===== src/rtl/ub_affine_port_scheduler.sv =====
// Iteration-domain scheduler for a two-port unified buffer. It walks a 3-level loop nest
// on the write port, then replays the same sequence on the read port RD_DELAY active cycles later.
module ub_affine_port_scheduler #(
   parameter int unsigned EXT0     = 1,
   parameter int unsigned EXT1     = 64,
   parameter int unsigned EXT2     = 64,
   parameter int unsigned II       = 1,
   parameter int unsigned WR_START = 0,
   parameter int unsigned RD_DELAY = 2,
   parameter int unsigned CW       = 16
) (
   input  logic                clk,
   input  logic                rst_n,
   input  logic                flush,
   input  logic                start,
   input  logic                stall,
   output logic                wr_wen,
   output logic [2:0][CW-1:0]  wr_ctrl_vars,
   output logic                rd_ren,
   output logic [2:0][CW-1:0]  rd_ctrl_vars,
   output logic                busy,
   output logic                done
);

   typedef enum logic [1:0] {S_IDLE, S_PRE, S_RUN, S_DRAIN} state_e;
   typedef logic [2:0][CW-1:0] vars_t;

   typedef struct packed {
      state_e        state;
      logic [CW-1:0] pre;
      vars_t         wr_cnt;
      vars_t         rd_cnt;
      logic [CW-1:0] wr_ph;
      logic [CW-1:0] rd_ph;
      logic [CW-1:0] rd_wait;
      logic          wr_left;
      logic          rd_left;
      logic          rd_arm;
      logic          wr_wen;
      logic          rd_ren;
      logic          busy;
      logic          done;
      vars_t         wr_vars;
      vars_t         rd_vars;
   } regs_t;

   regs_t r_q, r_d;
   logic  active_c, accept_c, launch_c, wr_en_c, rd_en_c;
   logic  wr_fire_c, rd_fire_c, wr_last_c, rd_last_c;

   // Advance the nest: [1] fastest, carry into [2], then into [0].
   function automatic vars_t nest_next(input vars_t c);
      vars_t n;
      n = c;
      if (c[1] != CW'(EXT1 - 1)) begin
         n[1] = c[1] + CW'(1);
      end else begin
         n[1] = '0;
         if (c[2] != CW'(EXT2 - 1)) begin
            n[2] = c[2] + CW'(1);
         end else begin
            n[2] = '0;
            n[0] = (c[0] == CW'(EXT0 - 1)) ? '0 : c[0] + CW'(1);
         end
      end
      return n;
   endfunction

   function automatic logic nest_last(input vars_t c);
      return (c[0] == CW'(EXT0 - 1)) && (c[1] == CW'(EXT1 - 1)) && (c[2] == CW'(EXT2 - 1));
   endfunction

   always_comb begin
      r_d       = r_q;
      active_c  = !stall;
      accept_c  = active_c && (r_q.state == S_IDLE) && start;
      // The first write decision is taken in the last pre-run cycle so wen lands right after it.
      launch_c  = (accept_c && (WR_START == 0)) ||
                  ((r_q.state == S_PRE) && (r_q.pre == CW'(WR_START - 1)));
      wr_en_c   = (r_q.state == S_RUN) || launch_c;
      rd_en_c   = r_q.rd_arm && (r_q.rd_wait == '0);
      wr_fire_c = active_c && wr_en_c && (r_q.wr_left || accept_c) && (r_q.wr_ph == '0);
      rd_fire_c = active_c && rd_en_c && r_q.rd_left && (r_q.rd_ph == '0);
      wr_last_c = nest_last(r_q.wr_cnt);
      rd_last_c = nest_last(r_q.rd_cnt);

      if (active_c) begin
         r_d.wr_wen = wr_fire_c;
         r_d.rd_ren = rd_fire_c;
         r_d.done   = 1'b0;

         case (r_q.state)
            S_IDLE: begin
               if (accept_c) begin
                  r_d.busy    = 1'b1;
                  r_d.wr_left = 1'b1;
                  r_d.pre     = '0;
                  r_d.state   = S_PRE;
               end
            end
            S_PRE: begin
               if (!launch_c) r_d.pre = r_q.pre + CW'(1);
            end
            default: ;
         endcase
         if (launch_c) r_d.state = S_RUN;

         if (wr_fire_c) begin
            r_d.wr_vars = r_q.wr_cnt;
            r_d.wr_cnt  = nest_next(r_q.wr_cnt);
            r_d.wr_ph   = CW'(II - 1);
            if (wr_last_c) begin
               r_d.wr_left = 1'b0;
               r_d.state   = S_DRAIN;
            end
            if (!r_q.rd_arm) begin
               r_d.rd_arm  = 1'b1;
               r_d.rd_left = 1'b1;
               r_d.rd_wait = CW'(RD_DELAY - 1);
            end
         end else if (wr_en_c && (r_q.wr_ph != '0)) begin
            r_d.wr_ph = r_q.wr_ph - CW'(1);
         end

         if (r_q.rd_arm && (r_q.rd_wait != '0)) r_d.rd_wait = r_q.rd_wait - CW'(1);

         if (rd_fire_c) begin
            r_d.rd_vars = r_q.rd_cnt;
            r_d.rd_cnt  = nest_next(r_q.rd_cnt);
            r_d.rd_ph   = CW'(II - 1);
            if (rd_last_c) r_d.rd_left = 1'b0;
         end else if (rd_en_c && (r_q.rd_ph != '0)) begin
            r_d.rd_ph = r_q.rd_ph - CW'(1);
         end

         // Last read has been presented: retire, keeping the final ctrl_vars visible.
         if ((r_q.state == S_DRAIN) && !r_q.rd_left) begin
            r_d         = '0;
            r_d.wr_vars = r_q.wr_vars;
            r_d.rd_vars = r_q.rd_vars;
            r_d.done    = 1'b1;
         end
      end

      if (flush) r_d = '0;
   end

   always_ff @(posedge clk or posedge rst_n) begin
      if (rst_n) r_q <= '0;
      else       r_q <= r_d;
   end

   // Issue and done slots are held through a stall and only presented on unstalled cycles.
   assign wr_wen       = r_q.wr_wen & ~stall;
   assign rd_ren       = r_q.rd_ren & ~stall;
   assign done         = r_q.done & ~stall;
   assign busy         = r_q.busy;
   assign wr_ctrl_vars = r_q.wr_vars;
   assign rd_ctrl_vars = r_q.rd_vars;

endmodule


===== config.mk =====
export PLATFORM = sky130hd
export DESIGN_NAME = ub_affine_port_scheduler
export DESIGN_NICKNAME = d
export VERILOG_FILES = /design/src/rtl/ub_affine_port_scheduler.sv
export SDC_FILE = /design/constraint.sdc
export NUM_CORES = 1
export LEC_CHECK = 0
export BUFFER_PORTS_ARGS = -buffer_cell sky130_fd_sc_hd__buf_2
export CAP_MARGIN = 20
export CORE_ASPECT_RATIO = 0.9
export CORE_MARGIN = 5
export CORE_UTILIZATION = 40
export DETAILED_ROUTE_END_ITERATION = 6
export SETUP_SLACK_MARGIN = 0.05
export SYNTH_ARGS = -nofsm -noshare
export SYNTH_HDL_FRONTEND = slang
export SYNTH_SLANG_ARGS = --single-unit

===== constraint.sdc =====
create_clock -name clk -period 10 [get_ports clk]
set_clock_uncertainty 0.15 [all_clocks]
set_input_delay 1 -clock clk [delete_from_list [all_inputs] [get_ports clk]]
set_output_delay 1 -clock clk [all_outputs]
set_load 0.01 [all_outputs]

==> metrics.md, run 1 <==
| Metric | Value |
|---|---|
| Status | finished, final reports clean |
| Tcrit/Tclk final | 38.38% |
| RSZ-0062 raised after global routing | false |
| Fmax | between 200 and 300 MHz |
| First-pass GRT wire length | 51.63 mm |
| Worst Hold Class | register to register |
| Layout Area Growth over Synthesis | 9.189% |
| Die Ht | 183.3 um |
| CP cell instances | nor4_1 -> nand4_1 -> or2_2 -> a21boi_2 -> and3_1 -> nand3_1 -> o41ai_1 |
| VDD IR-drop max | 0.1281 mV |
| Util after Layout | 44.22% |
| Final antenna-violating net count | 0 |
| Via-to-Cell Ratio | roughly 5.6 |
| Crit Path Category | register to register |
| GPL Wtd Cong | roughly 0.8 |
| Setup Viol. Count Final | 0 |
| Clock Pin Slew Worst Setup and Hold Paths | 60 ps |
| Final net count | 1391 |
| Area leader, netlist | dfrtp_1 |
| Inserted Diodes | 0 |
| Core Region | around 0.033 mm^2 |
| HPWL after detailed placement | 20.71 mm |
| PD cells | 172.9 mW/mm^2 |
| GRT Util Overall | 16.40% |
| Slowest CP cell | a21boi_2 |
| Worst Tran Pin Value | 1060 ps |
| Arrival time worst endpoint | 4120 ps |
| Post-synth EDFFs | 0 |
| Synth Cell Area | 0.01334 mm^2 |
| Distinct cells, synth | 59 |
| Worst endpoint required time | 10290 ps |
| H-tree depth | 1 |
| Post-route DRC | 0 |
| Synth area leaders | dfrtp_1, a22o_1, buf_4, o21ai_0, nor2_1 |
| # IOs | 105 |
| Vias | 10204 |
| Die ar. | 0.03712 mm^2 |
| Initial core utilization | 40.50% |
| Static leakage | slightly below 7 nW |
| Ys Warns | 0 |
| Seq/Total Area, Yosys | 49.70% |
| Initial antenna violation count | 0 |
| I/O Buffers | 104 |
| Synth async-reset ratio | 100.0% |
| Drt pass-1 iters | 5 |
| Clock sink count | 265 |
| Final setup TNS | 0 ps |
| Layout cells sized above 1 | ~14% |
| Clk_lat worst skew | 560 ps |
| CTS Buf Count | 29 |
| CP Launch Type | register |
| Fin. max-slew vios | 0 |
| Post-CTS Setup Bufs | 0 |
| PostCTS Resize Cnt | 0 |
| Critical path buffer and inverter count | 0 |
| CTS max path bufs | 3 |
| Hold_buf cts | 0 |
| Slew margin rel. | 29.35% |
| Main synth FF type | dfrtp_1 |
| Mapped Cells | 1387 |
| Flop and latch count out of synthesis | around 270 |
| Vias in the first global route | 9415 |
| Synth Area per Inst | 9.621 um^2 |
| Final hold viol count | 0 |
| WL final | around 31 mm |
| Synth top area share | about half |
| Max-Cap Viols | 0 |
| Die width | 202.5 um |
| Top Family by Delay on Critical Path | simple AND/OR/NAND/NOR gates |
| Per-cell routed wire length | 17.18 um |
| Largest net degree at the start of global routing | 129 |
| Fin crit period | 3838 ps |
| Critical path fanouts, max | 15 |
| Clk root buf | clkbuf_16 |
| Row cnt | 63 |
| Mapped Nets | between 1000 and 1500 |
| Global route overflow | 0 |
| CP peak stage delay | 570 ps |
| TritonCTS clock tree | built |
| Crit path capture type | register |
| Iteration-0 DRC Markers | 814 |
==> report_power, final <==
part | switching [W] | internal, W | leakage, nW
clock | 0.000448 | 0.000645 | 0.489
combinational | 0.000177 | 0.000102 | 2.62
sequential | 0.0000413 | 0.00111 | 3.69
==> path summary, 6_finish.rpt <==
path / from / end / slack (ps) / cells past startpoint
setup / recovery: r_q[145]$_DFFE_PP0P_ / r_q[205]$_DFFE_PP0P_ / 6160 / 7
hold / removal: r_q[127]$_DFFE_PP0P_ / r_q[127]$_DFFE_PP0P_ / 330 / 1
setup reg to reg: r_q[145]$_DFFE_PP0P_ / r_q[205]$_DFFE_PP0P_ / 6160 / 7
hold reg to reg: r_q[127]$_DFFE_PP0P_ / r_q[127]$_DFFE_PP0P_ / 330 / 1
max in group asynchronous: rst_n / r_q[120]$_DFFE_PP0P_ / 7750 / 3
min in group asynchronous: rst_n / rd_ctrl_vars[3]$_DFFE_PP0P_ / 490 / 2
==> worst register-to-register path, delay by kind of cell (launching register included) <==
| kind | cells | cell delay, ps |
|---|---|---|
| simple gates | 5 | 2110 |
| compound gates | 2 | 1020 |
| flops | 1 | 430 |
==> area by class of cell <==
class | instances | area, um^2
Clock inverter | 13 | 135.1
Fill cell | 3134 | 18380
Inverter | 24 | 97.59
Sequential cell | 265 | 6631
Multi-Input combinational cell | 933 | 5657
Clock buffer | 41 | 850.8
Timing Repair Buffer | 120 | 670.6
Tap cell | 422 | 528.0
==> synthesized netlist by cell type (3+ instances only) <==
cell and n:
a21o_1 5, a21oi_1 34, a22o_1 98, a31oi_1 34, and2_1 6, and3_1 37, and4_1 7, buf_1 4
buf_2 4, buf_4 97, clkbuf_1 59, dfrtp_1 265, ha_1 13, inv_1 24, nand2_1 94, nand2b_1 17
nand3_1 60, nand3b_1 4, nand4_1 22, nor2_1 141, nor2b_1 17, nor3_1 32, nor4_1 32, nor4b_1 7
o21a_1 3, o21ai_0 118, o21ai_1 6, o31ai_1 35, o41ai_1 7, or2_2 5, or3_1 17, or4_1 3
xnor2_1 30, xor2_1 19
==> logic make-up after synthesis <==
kind of cell    share of synthesized area (%)
buf+inv                                 8.139
compound gates                          18.08
mux                                   0.07501
fa+ha+maj                               1.219
simple gates                            19.58
flops                                   49.70
xor+xnor                                3.216
==> flip-flops by register name, indices dropped and copies added, names as in the netlist <==
| register | cells |
|---|---|
| r_q | 168 |
| rd_ctrl_vars | 48 |
| wr_ctrl_vars | 48 |
| busy | 1 |
==> per-layer routing <==
metal / global-route usage [%] / share of wire (%) / wire length (um)
met1: 25.77 / 51 / 15850
met2: 24.00 / 43 / 13300
met3: 2.139 / 4.3 / 1333
met4: 3.991 / 2.4 / 754
met5: 0 / 0 / 0
==> per-stage QoR <==
step	area [um^2]	total power, W	setup WS, ps	cells	hold slack (ps)
2_1_floorplan	13340	0.001376	1553	1387	291.9
3_3_place_gp	13520	0.001436	5893	1760	322.1
4_1_cts	14560	0.002548	6174	1816	335.9
3_5_place_dp	13570	0.001444	5761	1762	324.1
6_report	14570	0.002519	6162	1818	329.8
5_1_grt	14570	0.002635	5848	1818	357.5
==> placed cells by master (no fill, tap or decap), types with 32 or more instances in the layout <==
cell type,n
dfrtp_1,265
nor2_1,139
o21ai_0,117
buf_2,104
a22o_1,98
nand2_1,94
nand3_1,60
and3_1,36
o31ai_1,35
a31oi_1,34
a21oi_1,33
nor4_1,32
nor3_1,32
No activity file was read; power rests on OpenSTA's default activity.
==> run 2, diff against run 1 <==
ABC_AREA = 1   (was default)
clock period = 3.4 ns   (was 10 ns; I/O delays follow)
==> run 2 against run 1 <==
First-iteration DRC count rose by 29%. Clock-buffer cell count rose by 7. Synthesized area rose by 15%. Total power rose to 3.2 times the previous value. Combinational power rose to 4.9 times the previous value. Utilization fell by 0.58 points. Clock power rose to 3.0 times the previous value. Critical path type unchanged. Largest cell class is now multi-input gates. Highest routed layer unchanged.
==> metrics.md, run 2 <==
| Metric | Value |
|---|---|
| Initial core utilization | 40.16% (-0.34 points) |
| CP Launch Type | register |
| Setup crit end | r_q[101]$_DFFE_PP0N_ |
| Final net count | 2046 (+47%) |
| Clock sink count | 265 (unchanged) |
| Ys Warns | 0 (unchanged) |
| Static leakage | 7.848 nW (+15%) |
| Comb pwr share | 16.9% (+5.8 points) |
| Max reg flops | 168 (unchanged) |
| CTS max path bufs | 3 (unchanged) |
| Worst Tran Pin Value | 919.4 ps (-140.3 ps) |
| Worst R2R Path Depth | 10 (+3) |
| Mux cell area share after synthesis | 0% (-0.075 points) |
| Count leader, synth | nand2_1 |
| VDD IR-drop max | 0.3952 mV (+210%) |
| RSZ-0062 raised after global routing | false |
| Fmax | 368.4 MHz (+41%) |
| Largest reg by FF count | r_q |
| Post-route DRC | 0 (unchanged) |
| Tcrit/Tclk final | 79.83% (+41 points) |
| Total power | 0.008090 W (+220%) |
| Crit path capture type | register |
| Inserted Diodes | 0 (unchanged) |
| Via-to-Cell Ratio | 5.247 (-6.5%) |
| H-tree depth | 1 (unchanged) |
| Final antenna-violating net count | 0 (unchanged) |
| GPL Wtd Cong | 0.8957 (+9.1%) |
| Global route overflow | 0 (unchanged) |
| Power share of the clock group | 40.2% (-3.2 points) |
| Mapped Cells | 2032 (+47%) |
| Worst endpoint required time | 3700 ps (-6590 ps) |
| Drt pass-1 iters | 7 (+2) |
| HPWL after detailed placement | 27.18 mm (+31%) |
| Max-Cap Viols | 0 (unchanged) |
| Simple-Gate Fraction of Synth Area | 30.34% (+11 points) |
| Flop and latch count out of synthesis | 265 (unchanged) |
| Worst Hold Class | primary input to register |
| Largest family of logic cells by synthesized area | simple AND/OR/NAND/NOR gates |
| Vias in the first global route | 12791 (+36%) |
| Main synth FF type | dfrtp_1 |
| Clk root buf | clkbuf_16 |
| Setup Viol. Count Final | 0 (unchanged) |
| Net Sw Frac | 29.31% (+2.9 points) |
| PD cells | 486.4 mW/mm^2 (+180%) |
| Clock Pin Slew Worst Setup and Hold Paths | 60 ps (about the same) |
| Iteration-0 DRC Markers | 1048 (+29%) |
| Internal power | 0.005719 W (+210%) |
| Fin. max-slew vios | 0 (unchanged) |
| Fin crit period | 2714 ps (-1123 ps) |
| PostCTS Resize Cnt | 0 (unchanged) |
| R2R Path Start | r_q[103]$_DFFE_PP0P_ |
| Critical path fanouts, max | 33 (+18) |
| Die Ht | 195.6 um (+6.7%) |
| TritonCTS clock tree | built |
| Util after Layout | 43.64% (-0.58 points) |
| WL final | 38.89 mm (+24%) |
| Seq/Total Area, Yosys | 43.32% (-6.4 points) |
| Commonest cells post-synth | nand2_1, dfrtp_1, inv_1 |
| Largest net degree at the start of global routing | 57 (-56%) |
| # IOs | 105 (unchanged) |
| Fraction of the mapped netlist area in adder cells | 1.063% (-0.16 points) |
| Core Region | 0.03812 mm^2 (+16%) |
| Per-cell routed wire length | 15.32 um (-11%) |
| Area leader, netlist | dfrtp_1 |
| Vias | 13322 (+31%) |
| First-pass GRT wire length | 66.21 mm (+28%) |
| Status | finished, final reports clean |
| Filler cells | 3871 (+24%) |
| Post-synth EDFFs | 0 (unchanged) |
| Hold_buf cts | 2 (+2) |
| Compound-Gate Fraction of Synth Area | 9.670% (-8.4 points) |
| Sequential Power Share | 42.8% (-2.7 points) |
| Clk_lat worst skew | 560 ps (about the same) |
| I/O Buffers | 104 (unchanged) |
| Distinct cells, synth | 44 (-25%) |
| Post-CTS Setup Bufs | 0 (unchanged) |
| Layout cells sized above 1 | 10.64% (-3.3 points) |
| CTS Buf Count | 30 (+3.4%) |
| Most frequent cells in the layout | nand2_1, dfrtp_1, inv_1, o21ai_0, nor2_1 |
| Multi-input gate area | 0.006785 mm^2 (+20%) |
| Synth top area share | 43.32% (-6.4 points) |
| Synth async-reset ratio | 100.0% (unchanged) |
| Post-synthesis xor/xnor area fraction | 3.204% (-0.012 points) |
| Final hold viol count | 0 (unchanged) |
| Die width | 216.2 um (+6.8%) |
| Mapped Nets | 2050 (+46%) |
| Slew margin rel. | 38.57% (+9.2 points) |
| Synth Area per Inst | 7.533 um^2 (-22%) |
| Synth Cell Area | 0.01531 mm^2 (+15%) |
| Arrival time worst endpoint | 3020 ps (-1100 ps) |
| Initial antenna violation count | 0 (unchanged) |
| Most common cell after layout, fill and taps aside | nand2_1 |
| Seq. cell area | 0.006631 mm^2 (unchanged) |
| Layout Area Growth over Synthesis | 8.665% |
| Row cnt | 68 (+7.9%) |
| Sw Pwr | 0.002371 W (+260%) |
| GRT Util Overall | 18.28% (+1.9 points) |
| Setup crit start | r_q[103]$_DFFE_PP0P_ |
| Crit Path Category | register to register |
| FF-to-FF End | r_q[101]$_DFFE_PP0N_ |
| Final setup TNS | 0 ps (unchanged) |
| Die ar. | 0.04229 mm^2 (+14%) |
| R2r setup slk | 690 ps (-5480 ps) |
| Synth area leaders | dfrtp_1, nand2_1, o21ai_0, nand3_1, inv_1 |
-- run 2: cell count changes after synthesis, moves of 34 or more --
cell	previous run	this run
o21ai_1	6	52
o21ai_0	118	197
nor2_1	141	190
o31ai_1	35	1
nand2_1	94	442
nand3_1	60	183
and3_1	37	1
nor3_1	32	70
a22o_1	98	0
nand4_1	22	82
inv_1	24	212
-- run 2: per-layer routing --
metal	part of all wire (%)	up-vias	global-route usage (%)
met5	0	-	0
met4	1.5	0	3.462
met3	4.4	39	2.418
met2	46	308	29.88
met1	48	6397	26.37
li1	-	6578	-
-- run 2: final cells by class --
type | instances | area share [%]
clock inverter | 5 | 0.4739
sequential | 265 | 39.87
clock buffer | 48 | 5.469
timing repair buffer | 129 | 4.709
inverter | 220 | 5.002
multi-input combinational | 1382 | 40.79
tap | 490 | 3.686
-- run 2: per-stage QoR --
stage | instances | hold WS (ps) | area [um^2] | setup WS (ps)
after floorplan | 2032 | 304.2 | 15310 | -587.5
after global placement | 2483 | 312.1 | 15600 | 747.8
after detailed placement | 2483 | 319.2 | 15600 | 678.3
after CTS | 2538 | 63.79 | 16610 | 660.2
after global routing | 2539 | 90.21 | 16630 | 401.5
final | 2539 | 90.44 | 16630 | 685.9
-- run 2: power groups by stage --
stage	Sequential [W]	Clock (W)	Combinational (W)
after global placement	0.00351	0	0.00134
after floorplan	0.00348	0	0.00109
after global routing	0.00349	0.00348	0.00158
after CTS	0.00346	0.00335	0.00138
after detailed placement	0.00352	0	0.00137
final	0.00347	0.00325	0.00137
-- run 2: kinds of logic after synthesis --
logic type      count (synthesis)
compound gates                287
xor+xnor                       56
fa+ha+maj                      13
buf+inv                       385
flops                         265
simple gates                 1026
-- run 2: how the worst min path moves through the flow --
stage,end,start,cells past startpoint
3_3_place_gp,rd_ctrl_vars[8]$_DFFE_PP0P_,rd_ctrl_vars[8]$_DFFE_PP0P_,2
4_1_cts,r_q[96]$_DFFE_PP0N_,stall,3
3_5_place_dp,rd_ctrl_vars[7]$_DFFE_PP0P_,rd_ctrl_vars[7]$_DFFE_PP0P_,2
2_1_floorplan,rd_ctrl_vars[0]$_DFFE_PP0P_,rd_ctrl_vars[0]$_DFFE_PP0P_,2
6_report,r_q[96]$_DFFE_PP0N_,stall,3
5_1_grt,r_q[96]$_DFFE_PP0N_,stall,3
-- run 2: critical path, cell delays in order, from the launching register on --
cell and delay [ps]:
dfrtp_1 400, inv_1 130, ha_1 200, nand3_1 80, nor2_1 180, nand3_2 170
nor2_4 210, nor2_4 80, nor2_8 270, nand2_2 420, o21a_1 320
